===== src/rtl/imm_pkg.sv =====
// imm_pkg: immediate type codes, instruction field positions and range check shared by encoder and decoder
package imm_pkg;
  typedef enum logic [2:0] {
    IMM_I = 3'b000,
    IMM_S = 3'b001,
    IMM_U = 3'b010,
    IMM_B = 3'b101,
    IMM_J = 3'b110
  } imm_src_e;
  localparam int RD_LSB = 7;
  localparam int U_LSB = 12;
  localparam int I_LSB = 20;
  localparam int F7_LSB = 25;
  // returns 1 when imm cannot be represented by the given format or src is not a known format
  function automatic logic imm_fits(input logic [31:0] imm, input logic [2:0] src);
    return (src == IMM_I || src == IMM_S) ? imm[31:12] != {20{imm[11]}} :
           (src == IMM_B) ? (imm[31:13] != {19{imm[12]}}) || imm[0] :
           (src == IMM_U) ? imm[31:20] != {12{imm[19]}} :
           (src == IMM_J) ? (imm[31:21] != {11{imm[20]}}) || imm[0] : 1'b1;
  endfunction
endpackage


===== src/rtl/imm_pack.sv =====
// imm_pack: combinational insertion of an immediate into the instruction fields of its format
// ports: base (instruction word), imm (sign-extended immediate), src (format code) -> instr
module imm_pack
  import imm_pkg::*;
(
  input  logic [31:0] base,
  input  logic [31:0] imm,
  input  logic [2:0]  src,
  output logic [31:0] instr
);
  logic unused_bits;
  assign unused_bits = ^imm[31:21];
  always_comb begin
    instr = base;
    case (imm_src_e'(src))
      IMM_I: instr[31:I_LSB] = imm[11:0];
      IMM_S: begin
        instr[31:F7_LSB] = imm[11:5];
        instr[RD_LSB+4:RD_LSB] = imm[4:0];
      end
      IMM_B: begin
        instr[31] = imm[12];
        instr[RD_LSB] = imm[11];
        instr[30:F7_LSB] = imm[10:5];
        instr[RD_LSB+4:RD_LSB+1] = imm[4:1];
      end
      IMM_U: instr[31:U_LSB] = imm[19:0];
      IMM_J: begin
        instr[31] = imm[20];
        instr[30:21] = imm[10:1];
        instr[20] = imm[11];
        instr[19:U_LSB] = imm[19:12];
      end
      default: ;
    endcase
  end
endmodule


===== src/rtl/imm_encoder.sv =====
// imm_encoder: two-stage valid/ready pipeline that inserts an immediate into an instruction word
// ports: in_valid/in_ready/base_in/imm_in/imm_src request side; out_valid/out_ready/instr_out/out_err
// response side; err_count saturating count of erroring output transfers, cleared by err_clr
module imm_encoder
  import imm_pkg::*;
#(
  parameter int ERR_CNT_W = 16,
  parameter logic [2:0] IMM_TYPE_DEFAULT = 3'b000
) (
  input  logic                 clk,
  input  logic                 rst,
  input  logic                 in_valid,
  output logic                 in_ready,
  input  logic [31:0]          base_in,
  input  logic [31:0]          imm_in,
  input  logic [2:0]           imm_src,
  output logic                 out_valid,
  input  logic                 out_ready,
  output logic [31:0]          instr_out,
  output logic                 out_err,
  output logic [ERR_CNT_W-1:0] err_count,
  input  logic                 err_clr
);
  logic s1_valid, s1_err, s1_en, s2_en, xfer_err;
  logic [31:0] s1_base, s1_imm, packed_instr;
  logic [2:0] s1_src;
  assign s2_en = !out_valid || out_ready;
  assign s1_en = !s1_valid || s2_en;
  assign in_ready = s1_en;
  assign xfer_err = out_valid && out_ready && out_err;
  always_ff @(posedge clk or posedge rst)
    if (rst) begin
      s1_valid <= 1'b0;
      s1_err <= 1'b0;
      s1_base <= '0;
      s1_imm <= '0;
      s1_src <= IMM_TYPE_DEFAULT;
    end else if (s1_en) begin
      s1_valid <= in_valid;
      s1_err <= imm_fits(imm_in, imm_src);
      s1_base <= base_in;
      s1_imm <= imm_in;
      s1_src <= imm_src;
    end
  imm_pack u_pack (
    .base (s1_base),
    .imm  (s1_imm),
    .src  (s1_src),
    .instr(packed_instr)
  );
  always_ff @(posedge clk or posedge rst)
    if (rst) begin
      out_valid <= 1'b0;
      instr_out <= '0;
      out_err <= 1'b0;
    end else if (s2_en) begin
      out_valid <= s1_valid;
      instr_out <= packed_instr;
      out_err <= s1_err;
    end
  // a clear wins over the old value but still counts an error transferring in the same cycle
  always_ff @(posedge clk or posedge rst)
    if (rst) err_count <= '0;
    else err_count <= err_clr ? ERR_CNT_W'(xfer_err) : err_count + ERR_CNT_W'(xfer_err && !(&err_count));
endmodule


===== config.mk =====
export PLATFORM = sky130hd
export DESIGN_NAME = imm_encoder
export DESIGN_NICKNAME = d
export VERILOG_FILES = /design/src/rtl/imm_pkg.sv /design/src/rtl/imm_pack.sv /design/src/rtl/imm_encoder.sv
export SDC_FILE = /design/constraint.sdc
export NUM_CORES = 1
export LEC_CHECK = 0
export CAP_MARGIN = 20
export CORE_MARGIN = 2
export CORE_UTILIZATION = 46
export DETAILED_ROUTE_END_ITERATION = 10
export HOLD_SLACK_MARGIN = 0.02
export PLACE_DENSITY_LB_ADDON = 0.1
export SKIP_CTS_REPAIR_TIMING = 1
export SYNTH_ARGS = -nofsm -noshare
export SYNTH_HDL_FRONTEND = slang
export SYNTH_SLANG_ARGS = --single-unit

===== constraint.sdc =====
create_clock -name clk -period 6.6 [get_ports clk]
set_clock_uncertainty 0.2 [all_clocks]
set_input_delay 1.65 -clock clk [delete_from_list [all_inputs] [get_ports clk]]
set_output_delay 1.65 -clock clk [all_outputs]
set_load 0.05 [all_outputs]

Yosys cells after proc, flatten, opt, wreduce, memory -nomap -nowiden
Index checks and enable logic that the tools add are counted.

Bits in registers: 108. Input port bits: 72. Output and inout port bits: 51. Logic and storage cells: 46.

Add/sub/neg operators: 1. Equal/unequal tests: 12. Multiplexer cells: 9. Reductions and logical operators: 15.

Operator list (count): case mux 7 bit (4 select lines) (1); != test 20 bit (1); != test 19 bit (1); adder 16 x 1 -> 16 bit (1); two-way mux 16 bit (1); case mux 8 bit (2 select lines) (1); AND reduction 16 bit (1); case mux 5 bit (3 select lines) (1); == test 3 bit (second input constant) (4); != test 12 bit (1); != test 11 bit (1); case mux 5 bit (2 select lines) (1); == test 3 x 1 -> 1 bit (second input constant) (2); == test 3 x 2 -> 1 bit (second input constant) (2); logical NOT 3 bit (2); logical OR 1 bit (5); two-way mux 1 bit (4); logical AND 1 bit (3); logical NOT 1 bit (3); OR reduction 2 bit (1).

Logic depth before layout (Yosys ltp)
Depth in word-level cells: 6. Mapped depth: 9. Mapped depth without buffers: 9.

Modules after synthesis
A second synthesis with hierarchy kept.

Cells, all modules: 515. Area total of the unflattened synthesis: 5661.7 um^2.

By module, submodules not included: imm_encoder (instances 1, cells each 402, area an instance 4798.4 um^2, seq. area each 2977.9 um^2); imm_pack (instances 1, cells each 113, area an instance 863.3 um^2, seq. area each 0.0 um^2).

Worst setup path before layout
OpenSTA, ideal clock, no wires.

Kind: input port to output port. Start point: in out_ready. End point: out in_ready. Arrival time: 2.317 ns. Data required time: 4.750 ns. Path slack: 2.433 ns. Stages on the path: 3. Buffers on the path: 1. Cell sequence: nor2b_1 nand2_1 buf_2.

Longest elaborated chain between the ends: 2.

Ends and longest elaborated chain: start: declaration (RTL line imm_encoder.sv:18) `input logic out_ready,`; logical OR 1 bit (RTL line imm_encoder.sv:27) `assign s2_en = !out_valid || out_ready;`; logical OR 1 bit (RTL line imm_encoder.sv:28) `assign s1_en = !s1_valid || s2_en;`; end: declaration (RTL line imm_encoder.sv:13) `output logic in_ready,`.

No other way between the ends.

Worst setup path after layout
Ends and elaborated chain as after synthesis.

==> run metrics <==
status finished clean; Peak VDD IR 0.120 mV; Clk Latency, worst-skew pair 0.36 ns; Layout Nets 647; met3 wire length 544 um; type of origin of the critical path input pin; Hold Fails Final Rpt 0; yosys warns 0; worst path required time 4.75 ns; Crit Path Max Fanout 3; Mapped Cells 459; IO buf count 122; routed vias 3844; Fin Setup TNS 0 ns; Unique masters post-synth 42; cell area power density 256 nW/um^2; GP Congestion 0.842; largest net degree at the start of global routing 79; predominant post-synthesis flop cell dfrtp_1; starting density of the core 46.8%; Final min period 4.99 ns; Pleak 2.74 nW; max-slew violation count 0; Fillers 911; Synth Area per Inst 11.0 um^2; #FFs+latches synth 108; Area Growth Syn to Fin 30.9%; post-detail-place hpwl 8.39 mm; vias in the first global route 3818; Iter 0 DRT Violations 179; final setup violation count 0; max layer used met4; Min-Delay Path Class reg2reg; Routed WL per cell 16.2 um; met2 WL post-DR 5.38 mm; DP Cell Count 701; CP max-delay cell clkdlybuf4s50_1; min-delay src s1_base[3]; Fmax 201 MHz; RR Endpoint instr_out[31]; cell count of the worst reg-to-reg path 5; Routed Antenna Nets 0; Cell Count, Final, Fillers Out 718; syn nets 533; Antenna diodes 0; total CTS buffers 9; max-cap check violation count 0; DRC 0; largest area contributor in the netlist dfrtp_1; Post-synth top cells dfrtp_1 (108), nand2_1 (74), mux2_2 (62); final instance area 6610 um^2; DR vias/cell 5.35; RSZ-0062 raised after global routing false; hold worst-path end instr_out[3]; r2r setup slk 3.97 ns; global-route wire length before repair 19.2 mm; area of the core 10800 um^2; clock transition at the registers of the reported paths 0.10 ns; total power 1.69 mW; CP peak stage delay 0.80 ns; Pre-antenna DRT Iters 4; async set or reset register ratio after synthesis 100%; Hold Crit Depth 2; CTS tree built; Crit Path Class in2out; DIE HEIGHT 109 um; DIE AREA 11800 um^2; total global routing overflow 0; post-synthesis sequential area ratio 53.5%; Yosys top cell area share 53.5%; worst path arrival time 3.14 ns; Die W 109 um; Area after DPL 6390 um^2; Post-Synthesis Cell Area 5050 um^2; initial antenna violation count 0; final WL 11.6 mm; CP dominant cell by count clkdlybuf4s50_1; M1 WL 5.58 mm; crit-path cells clkdlybuf4s50_1, nor2b_4, nand2_2, clkdlybuf4s50_1; Tot GR Track Use 20.8%; # IOs 123; layout cell share with drive strength beyond 1 16.8%; row cnt 38; worst rel slew slack 30.8%; CTS max path bufs 2; ranking of synthesized cells by area dfrtp_1 (53%), mux2_2 (14%), nand2_1 (5.5%); EDFF count, synth 0; Crit. End Element primary output; clk root buf clkbuf_8; Slew @ Worst Pin 1.04 ns; fin crit share 75.6%; FF-to-FF Start s1_src[1]; Max H-tree Level 3; CTS Sinks 108; most frequent cell after synthesis dfrtp_1
==> per-stage QoR <==
| stage | util [%] | hold slack (ns) | setup WS (ns) |
|---|---|---|---|
| 3_5_place_dp | 59.2 | 0.261 | 1.61 |
| 5_1_grt | 61.3 | 0.311 | 1.57 |
| 3_3_place_gp | 59.2 | 0.251 | 1.60 |
| 4_1_cts | 61.0 | 0.285 | 1.60 |
| 2_1_floorplan | - | 0.242 | 1.90 |
| 6_report | 61.3 | 0.279 | 1.61 |
==> cell type report <==
cell class	instances	area [um^2]	share of cell area, %
sequential	108	2700	40.9
multi-input combinational	320	2230	33.7
timing repair buffer	127	1280	19.3
tap	140	175	2.65
inverter	7	28.8	0.435
clock buffer	9	124	1.87
clock inverter	7	73.8	1.12
==> flip-flops by register name, summed over array words and instances (netlist names), 3 cells and up <==
name       count
s1_src         3
s1_imm        21
instr_out     32
err_count     16
s1_base       32
==> where the power goes <==
| group | switching, mW | total, mW | internal (mW) |
|---|---|---|---|
| Sequential | 0.0649 | 0.802 | 0.737 |
| Clock | 0.226 | 0.404 | 0.178 |
| Combinational | 0.279 | 0.483 | 0.205 |
| Total | 0.570 | 1.69 | 1.12 |
==> logic make-up after synthesis <==
logic type                 synth area share, %
and+or+nand+nor                           13.4
DFF                                       53.5
muxes                                     19.7
AOI/OAI and AO/OA                         8.57
buffers and inverters                     2.60
xor gates and xnor gates                  1.73
adders and majority gates                0.495
==> routing by layer <==
layer  vias to the layer above  GRT usage (%)
li1                       1842              -
met1                      1891           30.6
met2                       100           32.5
met3                        11           2.81
met4                         0           5.86
met5                         -              0
==> cells in the final DEF (no fill, tap or decap), types with 6 or more instances in the layout <==
master | synthesis | final
nand2_1 | 74 | 73
nand2b_1 | 11 | 11
mux2i_1 | 16 | 16
clkbuf_8 | 0 | 9
nor2_1 | 19 | 19
nand3_1 | 7 | 7
clkdlybuf4s50_1 | 0 | 122
a21oi_1 | 16 | 16
mux2_2 | 62 | 62
mux4_2 | 6 | 6
o21ai_0 | 45 | 45
nand4_1 | 6 | 6
dfrtp_1 | 108 | 108
xor2_1 | 6 | 6
==> worst max path at each step <==
| stage | to | startpoint | cells past startpoint |
|---|---|---|---|
| floorplan | err_count[0] | rst | 1 |
| global placement | in_ready | out_ready | 4 |
| detailed placement | in_ready | out_ready | 4 |
| CTS | in_ready | out_ready | 4 |
| global route | in_ready | out_ready | 4 |
| finish | in_ready | out_ready | 4 |
==> worst max-delay path, delay by kind of cell <==
family                 cells  cell delay [ns]
and+or+nand+nor            2             0.13
buffers and inverters      2             1.35
Power figures use the tool's default switching activity.
